$ cat src/rtl/diff_drive_plant.sv
// Cycle-based kinematic model of a differential-drive robot: integrates heading and position per tick.
// Optional odometer accumulator is built only when DIFF_DRIVE_ODOM_EN is defined.
module diff_drive_plant #(
  parameter int unsigned INIT_X    = 400000000,
  parameter int unsigned INIT_Y    = 400000000,
  parameter int unsigned X_MAX     = 800000000,
  parameter int unsigned Y_MAX     = 800000000,
  parameter int unsigned STEP      = 4,
  parameter int unsigned DIAG_STEP = 3,
  parameter int unsigned ROT_TICKS = 4
) (
  input  logic        clk_i,
  input  logic        reset_i,
  input  logic        tick_i,
  input  logic [1:0]  left_i,
  input  logic [1:0]  right_i,
  output logic [31:0] x_c_o,
  output logic [31:0] y_c_o,
  output logic [2:0]  heading_o,
  output logic [1:0]  state_o,
  output logic        bump_o,
  output logic        cmd_err_o,
  output logic [31:0] odom_o
);

  typedef enum logic [1:0] {StIdle = 2'b00, StMoving = 2'b01, StRotating = 2'b10} state_e;

  localparam int unsigned CntW = $clog2(ROT_TICKS + 1);
  localparam logic [CntW-1:0] RotLast = CntW'(ROT_TICKS);

  // Axis direction codes: 01 = increase, 10 = decrease, 00 = no change.
  localparam logic [1:0] DirNone = 2'b00;
  localparam logic [1:0] DirPlus = 2'b01;
  localparam logic [1:0] DirMinus = 2'b10;

  localparam logic [1:0] CmdFwd = 2'b01;
  localparam logic [1:0] CmdBack = 2'b10;
  localparam logic [1:0] CmdNone = 2'b00;
  localparam logic [1:0] CmdBad = 2'b11;

  logic [31:0]     x_q, x_d, y_q, y_d;
  logic [2:0]      heading_q, heading_d;
  state_e          state_q, state_d;
  logic            bump_q, bump_d;
  logic            cmd_err_q, cmd_err_d;
  logic [CntW-1:0] rot_cnt_q, rot_cnt_d;
  logic            rot_ccw_q, rot_ccw_d;

  logic [1:0]      dx_dir, dy_dir;
  logic [31:0]     mag;
  logic [31:0]     x_mv, y_mv;
  logic            x_clip, y_clip;
  logic            move_en;
  logic [CntW-1:0] cnt_base, cnt_inc;

  // 33-bit intermediate so the upper-bound test sees any carry out of 32 bits.
  function automatic logic [32:0] axis_step(input logic [31:0] pos, input logic [1:0] dir,
                                            input logic [31:0] step, input logic [31:0] lim);
    logic [32:0] sum;
    logic [32:0] res;
    res = {1'b0, pos};
    unique case (dir)
      DirPlus: begin
        sum = {1'b0, pos} + {1'b0, step};
        res = (sum > {1'b0, lim}) ? {1'b1, lim} : {1'b0, sum[31:0]};
      end
      DirMinus: begin
        res = (pos < step) ? 33'h1_0000_0000 : {1'b0, pos - step};
      end
      default: res = {1'b0, pos};
    endcase
    return res;  // bit 32 flags a clamp
  endfunction

  always_comb begin
    dx_dir = DirNone;
    dy_dir = DirNone;
    unique case (heading_q)
      3'd0: begin dx_dir = DirPlus;  dy_dir = DirNone;  end
      3'd1: begin dx_dir = DirPlus;  dy_dir = DirPlus;  end
      3'd2: begin dx_dir = DirNone;  dy_dir = DirPlus;  end
      3'd3: begin dx_dir = DirMinus; dy_dir = DirPlus;  end
      3'd4: begin dx_dir = DirMinus; dy_dir = DirNone;  end
      3'd5: begin dx_dir = DirMinus; dy_dir = DirMinus; end
      3'd6: begin dx_dir = DirNone;  dy_dir = DirMinus; end
      default: begin dx_dir = DirPlus; dy_dir = DirMinus; end
    endcase
    // Reversing swaps plus and minus.
    if (left_i == CmdBack) begin
      dx_dir = {dx_dir[0], dx_dir[1]};
      dy_dir = {dy_dir[0], dy_dir[1]};
    end
  end

  assign mag = heading_q[0] ? 32'(DIAG_STEP) : 32'(STEP);
  assign {x_clip, x_mv} = axis_step(x_q, dx_dir, mag, 32'(X_MAX));
  assign {y_clip, y_mv} = axis_step(y_q, dy_dir, mag, 32'(Y_MAX));

  assign move_en = tick_i && (left_i == right_i) && (left_i == CmdFwd || left_i == CmdBack);

  // A reversal of rotation direction discards the partial count.
  assign cnt_base = (rot_ccw_q != (left_i == CmdNone)) ? '0 : rot_cnt_q;
  assign cnt_inc  = cnt_base + CntW'(1);

  always_comb begin
    x_d       = x_q;
    y_d       = y_q;
    heading_d = heading_q;
    state_d   = state_q;
    bump_d    = 1'b0;
    cmd_err_d = cmd_err_q;
    rot_cnt_d = rot_cnt_q;
    rot_ccw_d = rot_ccw_q;
    if (tick_i) begin
      state_d   = StIdle;
      rot_cnt_d = '0;
      if (left_i == CmdBad || right_i == CmdBad) begin
        cmd_err_d = 1'b1;
      end else if (move_en) begin
        state_d = StMoving;
        x_d     = x_mv;
        y_d     = y_mv;
        bump_d  = x_clip | y_clip;
      end else if ((left_i == CmdNone && right_i == CmdFwd) ||
                   (left_i == CmdFwd && right_i == CmdNone)) begin
        state_d   = StRotating;
        rot_ccw_d = (left_i == CmdNone);
        if (cnt_inc == RotLast) begin
          rot_cnt_d = '0;
          heading_d = rot_ccw_d ? heading_q + 3'd1 : heading_q - 3'd1;
        end else begin
          rot_cnt_d = cnt_inc;
        end
      end
    end
  end

  always_ff @(posedge clk_i) begin
    if (reset_i) begin
      x_q       <= 32'(INIT_X);
      y_q       <= 32'(INIT_Y);
      heading_q <= 3'd0;
      state_q   <= StIdle;
      bump_q    <= 1'b0;
      cmd_err_q <= 1'b0;
      rot_cnt_q <= '0;
      rot_ccw_q <= 1'b0;
    end else begin
      x_q       <= x_d;
      y_q       <= y_d;
      heading_q <= heading_d;
      state_q   <= state_d;
      bump_q    <= bump_d;
      cmd_err_q <= cmd_err_d;
      rot_cnt_q <= rot_cnt_d;
      rot_ccw_q <= rot_ccw_d;
    end
  end

`ifdef DIFF_DRIVE_ODOM_EN
  logic [31:0] odom_q, odom_d;
  logic [31:0] dx_abs, dy_abs;

  always_comb begin
    dx_abs = (x_mv >= x_q) ? x_mv - x_q : x_q - x_mv;
    dy_abs = (y_mv >= y_q) ? y_mv - y_q : y_q - y_mv;
    odom_d = odom_q;
    if (move_en && !(left_i == CmdBad || right_i == CmdBad)) begin
      odom_d = odom_q + dx_abs + dy_abs;
    end
  end

  always_ff @(posedge clk_i) begin
    if (reset_i) odom_q <= '0;
    else         odom_q <= odom_d;
  end

  assign odom_o = odom_q;
`else
  assign odom_o = '0;
`endif

  assign x_c_o     = x_q;
  assign y_c_o     = y_q;
  assign heading_o = heading_q;
  assign state_o   = state_q;
  assign bump_o    = bump_q;
  assign cmd_err_o = cmd_err_q;

endmodule

$ cat config.mk
export PLATFORM = sky130hd
export DESIGN_NAME = diff_drive_plant
export DESIGN_NICKNAME = d
export VERILOG_FILES = /design/src/rtl/diff_drive_plant.sv
export SDC_FILE = /design/constraint.sdc
export NUM_CORES = 1
export LEC_CHECK = 0
export ABC_CLOCK_PERIOD_IN_PS = 5600
export CORE_MARGIN = 5
export CORE_UTILIZATION = 55
export DETAILED_ROUTE_END_ITERATION = 16
export PLACE_DENSITY = 0.79
export SLEW_MARGIN = 0
export SYNTH_ARGS = -nofsm -noshare
export SYNTH_HDL_FRONTEND = slang
export SYNTH_SLANG_ARGS = --single-unit
$ cat constraint.sdc
create_clock -name clk_i -period 5.6 [get_ports clk_i]
set_input_delay 1.68 -clock clk_i [delete_from_list [all_inputs] [get_ports clk_i]]
set_output_delay 1.68 -clock clk_i [all_outputs]
set_load 0.02 [all_outputs]
# --- After elaboration in Yosys (flattened, before gate mapping) ---
# Index checks and enable logic that the tools add are counted.
# W data, S select, Z words.
word_totals:
  wordCells: 83
  output_inout_bits: 103
  regBits: 75
op_classes:
  bitwise: 4
  eq_ne: 18
  addsub: 7
  n_lt_le_gt_ge: 4
  reduce_logical: 22
  n_mux: 20
ops:
  columns: ["operator", "n"]
  rows:
  - ["$mux W33", 4]
  - ["$pmux W33 S2", 2]
  - ["$add A32 B3 Y33", 2]
  - ["$gt A33 B30 Y1 const B", 2]
  - ["$lt A32 B3 Y1", 2]
  - ["$sub A32 B3 Y32", 2]
  - ["$mux W3", 7]
  - ["$eq A3 B3 Y1 const B", 4]
  - ["$reduce_and A4 Y1", 3]
  - ["$eq A2 B2 Y1 const B", 5]
  - ["$mux W2", 5]
  - ["$eq A2 B1 Y1 const B", 4]
  - ["$pmux W2 S2", 2]
  - ["$add A3 B1 Y3 const B", 2]
  - ["$eq A3 B2 Y1 const B", 2]
  - ["$reduce_or A3 Y1", 2]
  - ["$reduce_and A5 Y1", 1]
  - ["$logic_and A1 B1 Y1", 4]
  - ["$logic_not A2 Y1", 2]
  - ["$reduce_bool A2 Y1", 2]
  - ["$reduce_or A2 Y1", 2]
  - ["$reduce_or A4 Y1", 1]
  - ["$eq A3 B1 Y1 const B", 1]
  - ["$logic_not A3 Y1", 1]
  - ["other kinds (7)", 11]

# --- Depth between registers and ports, before layout ---
logic_depth:
  depth_word: 9
  mapped_depth: 15
  depth_no_buf: 13

# --- Worst setup path after synthesis ---
# OpenSTA, ideal clock, no wires.
synth_timing:
  path_kind: "register to register"
  start: "register heading_q[0], in the netlist heading_o[0]"
  end: "register x_q[18], in the netlist x_c_o[18]"
  setup_slack_ps: 1492
  synth_period_minus_slack_ps: 4108
  required_time_ps: 5476
  n_path_buf: 1
  stages_incl_launch_ff: 13
  arrival_time_ps: 3983
  setup_ps: 124
  cell_sequence: "dfxtp_1 inv_1 fa_1 nand2b_1 a2111oi_4 mux2i_1 a21oi_1 or4b_1 a31oi_1 o31a_1 buf_2 a21oi_1 a2111o_1"
synth_between:
  elab_chain_cells: 7
  word_cells_on_any_way: 21
  cone_classes: "2 x add/sub; 2 x order compare; 7 x eq/ne; 6 x mux; 4 x reduce/logical"
synth_rtl:
  columns: ["item", "line", "text"]
  rows:
  - ["start, declared", "42", "logic [2:0] heading_q, heading_d;"]
  - ["start signal, assigned", "151", "heading_q <= heading_d;"]
  - ["branches (longest 7 deep; another with $add A32 B3 Y33)", null, null]
  - ["end signal, assigned", "140", "x_q <= 32'(INIT_X);"]
  - ["end, declared", "41", "logic [31:0] x_q, x_d, y_q, y_d;"]
# Parallel ways; which one is timed is not known.
# A chain may end at the register's enable or synchronous reset.

# --- Final worst setup path ---
layout_timing:
  start: "register heading_q[0], in the netlist heading_o[0]"
  end: "register x_q[29], in the netlist x_c_o[29]"
# The elaborated chain is that of the path after synthesis.

==> run_results.csv <==
group,metric,value,unit
logic_synthesis,synth-seq-area-share,0.1958,
logic_synthesis,synth.largest_area_cell,"dfxtp_1",
global_route,grt_max_degree,40,
setup_path,worstPathMaxFanout,11,
layout,area_delta_synth_final,11.89,%
power,clock_power_share,0.459,
logic_synthesis,yosysTopAreaCellShare,0.1958,
logic_synthesis,syn_area_per_cell,6.979,um2
setup_path,path_cells,"buf_4 -> ha_1 -> inv_1 -> fa_1 -> nand2b_1 -> a2111oi_4 -> nand3_1 -> xor2_1 -> a2111oi_2 -> a31oi_1 -> o31ai_2 -> a21oi_1 -> a221oi_1",
logic_synthesis,synth_edf_count,0,
power,vdd_ir_drop_max,0.2231,mV
setup_path,cp.arrival,4.70,ns
layout,n_antenna_cell,0,
floorplan,start_util,0.5569,
layout,num-nets-final,1154,
floorplan,die_h,128.1,um
layout,fill_cells,1333,
detailed_routing,avgViaCountPerCell,6.589,
clock_tree,clockRootBuffer,"clkbuf_16",
run_status,status,"finished clean",
logic_synthesis,synthCells,1099,
logic_synthesis,synth-seq-cells,75,
floorplan,num_io_pins,110,
global_route,grt_overflow,0,
sta,whs,0.4746,ns
power,p_total,1.277,mW
power,share_seq_of_total_power,0.432,
logic_synthesis,synth_ff_type,"dfxtp_1",
power,p_sw,343.9,uW
detailed_routing,drt_iter0_markers,1045,
clock_tree,cts_tree,"built",
setup_path,crit_slowest_cell,"o31ai_2",
setup_path,worstPathRequired,5.85,ns
logic_synthesis,ys.warnings.count,0,
logic_synthesis,async_reset_ff_frac,0,
clock_tree,insertion_delay,0.35,ns
global_route,grt_pass1_vias,7550,
clock_tree,cts_buffers,9,
detailed_routing,remaining_drc_errors,0,
setup_path,critPathLaunchType,"flip-flop",
sta,rsz0062_at_grt,"no",
sta,worstMarginPinSlew,0.9454,ns
sta,fmax,0.2245,GHz
logic_synthesis,synth_area,7670,um2
global_route,track_usage,0.2839,
placement,place_congestion,1.021,
sta,slew_headroom,0.3639,
floorplan,num_rows,43,
power,p_int,933.3,uW
sta,hold_viol,0,
detailed_routing,totalWireLength,24.04,mm
sta,setup_tns,0,ns
power,comb_power_share,0.109,
min_path,hp-class,"flip-flop to flip-flop",
power,power_leakage,2.921,nW
layout,drive_gt1_frac,0.05080,
detailed_routing,num_vias,8579,
floorplan,die_w,128.1,um
sta,fin_crit_sh,0.7953,
flow_run,maxCapViolations,0,
layout,multi_input_area,5555,um2
placement,portBuffers,77,
global_route,antenna_found_initial,0,
sta,setup_viol,0,
setup_path,cpPeakStageDelay,0.63,ns
sta,finalMaxSlewViolations,0,
floorplan,core_area,13770,um2
detailed_routing,drt-pass1-iter-count,5,
logic_synthesis,yosys-top-cells-area,"dfxtp_1 (20%), nor2_1 (5.7%), a21oi_1 (5.5%)",
layout,fin_cells,1302,
clock_tree,clk_path_buf_depth,2,
detailed_routing,postRouteAntennaNets,0,
setup_path,critPathCaptureType,"flip-flop",
placement,dp_hpwl,17.28,mm
layout,area.sequential,1501,um2
sta,period_needed,4.454,ns
floorplan,die-area,16410,um2
clock_tree,cts_setup_buffers,0,
placement,placed_cells,1288,
power,power.density,148.8,nW/um2
clock_tree,clk_pin_slew_worst_paths,0.06,ns
sta,fin_worst_skew,0.008642,ns
clock_tree,cts_hold_buf,0,
clock_tree,clock_sinks,75,
logic_synthesis,yosys.cell_types.count,82,
detailed_routing,wire_per_inst,18.46,um
clock_tree,ctsResizeCount,0,
power,p_sw_frac,0.2692,
clock_tree,htreeDepth,3,
setup_path,critPathKind,"flip-flop to flip-flop",
global_route,grt_pass1_wl,38.13,mm
==> worst max-delay path: cells and delay by family (launching register included) <==
family | cells | cell delay, ns
AO/OA/AOI/OAI | 6 | 2.47
adder cells (fa/ha/maj) | 2 | 0.63
AND/OR/NAND/NOR | 2 | 0.46
XOR/XNOR | 1 | 0.19
buffers and inverters | 2 | 0.26
flip-flops | 1 | 0.33
==> logic make-up after synthesis <==
family,Yosys count,synth area share
muxes,15,0.02219
AOI/OAI and AO/OA,306,0.2716
buffers and inverters,152,0.09543
and+or+nand+nor,476,0.3124
DFF,75,0.1958
other,1,0.0004889
xor gates and xnor gates,46,0.05253
adders and majority gates,28,0.04959
==> power by group through the flow <==
stage               Combinational [mW]  Clock [mW]  Sequential [mW]
CTS                              0.137       0.597            0.551
floorplan                        0.112           0            0.562
global placement                 0.135           0            0.563
global route                     0.150       0.611            0.552
finish                           0.139       0.586            0.551
detailed placement               0.136           0            0.563
==> synthesized netlist by cell type (15+ instances only) <==
cell and number:
xor2_1 22, o21ai_0 55, nand3_1 44, buf_2 29, nor2_1 117, buf_4 33, nand2_1 112, a31oi_1 18
ha_1 24, dfxtp_1 75, nor4_1 22, nor3_1 61, a21oi_1 85, inv_1 38, clkbuf_1 48, a211oi_1 15
nand4_1 25, xnor2_1 24
==> final timing paths <==
kind | slack [ns] | from | cells after the start | endpoint
worst max-delay path | 1.15 | heading_o[0] | 13 | x_c_o[29]
worst min-delay path | 0.47 | cmd_err_o | 1 | cmd_err_o
worst max register to register | 1.15 | heading_o[0] | 13 | x_c_o[29]
worst min register to register | 0.47 | cmd_err_o | 1 | cmd_err_o
==> flip-flops by register name, summed over array words and instances, names as in the netlist <==
| signal | count |
|---|---|
| rot_cnt_q | 3 |
| x_c_o | 32 |
| state_o | 2 |
| bump_o | 1 |
| heading_o | 3 |
| rot_ccw_q | 1 |
| y_c_o | 32 |
| cmd_err_o | 1 |
==> cells in the final DEF, fill, tap and decap left out, types with 10 or more instances in the layout <==
cell and n:
nor4_1 22, xnor2_1 24, clkdlybuf4s50_1 76, nand3_1 44, and2_1 12, o21ai_0 55, dfxtp_1 75, a21oi_1 85
and3_1 10, o211ai_1 13, a221oi_1 13, ha_1 24, a31oi_1 18, nor2_1 116, conb_1 32, xor2_1 22
nor3_1 61, buf_4 14, or3_1 14, nand2_1 112, inv_1 38, nand2b_1 11, a211oi_1 15, nand4_1 25
==> layer usage <==
metal  GRT usage  vias up  share of wire
li1            -     4033              -
met1      0.3700     3933           0.41
met2      0.4516      512           0.46
met3     0.05333      101          0.087
met4      0.1361        0          0.044
met5           0        -              0
==> area by class of cell <==
cell class,count,share of cell area
timing repair buffer,91,0.1015
sequential,75,0.1750
multi-input combinational,903,0.6473
tap,180,0.02624
inverter,39,0.01706
clock inverter,3,0.004665
clock buffer,11,0.02828
==> per-stage QoR <==
| step | cell area, um2 | setup WS (ns) | utilization |
|---|---|---|---|
| after floorplan | 7786 | 1.492 | - |
| after global placement | 8299 | 1.083 | 0.6026 |
| after detailed placement | 8299 | 1.027 | 0.6026 |
| after CTS | 8582 | 1.219 | 0.6231 |
| after global routing | 8582 | 0.8904 | 0.6231 |
| final | 8582 | 1.146 | 0.6231 |
(Power assumes the default switching activity.)
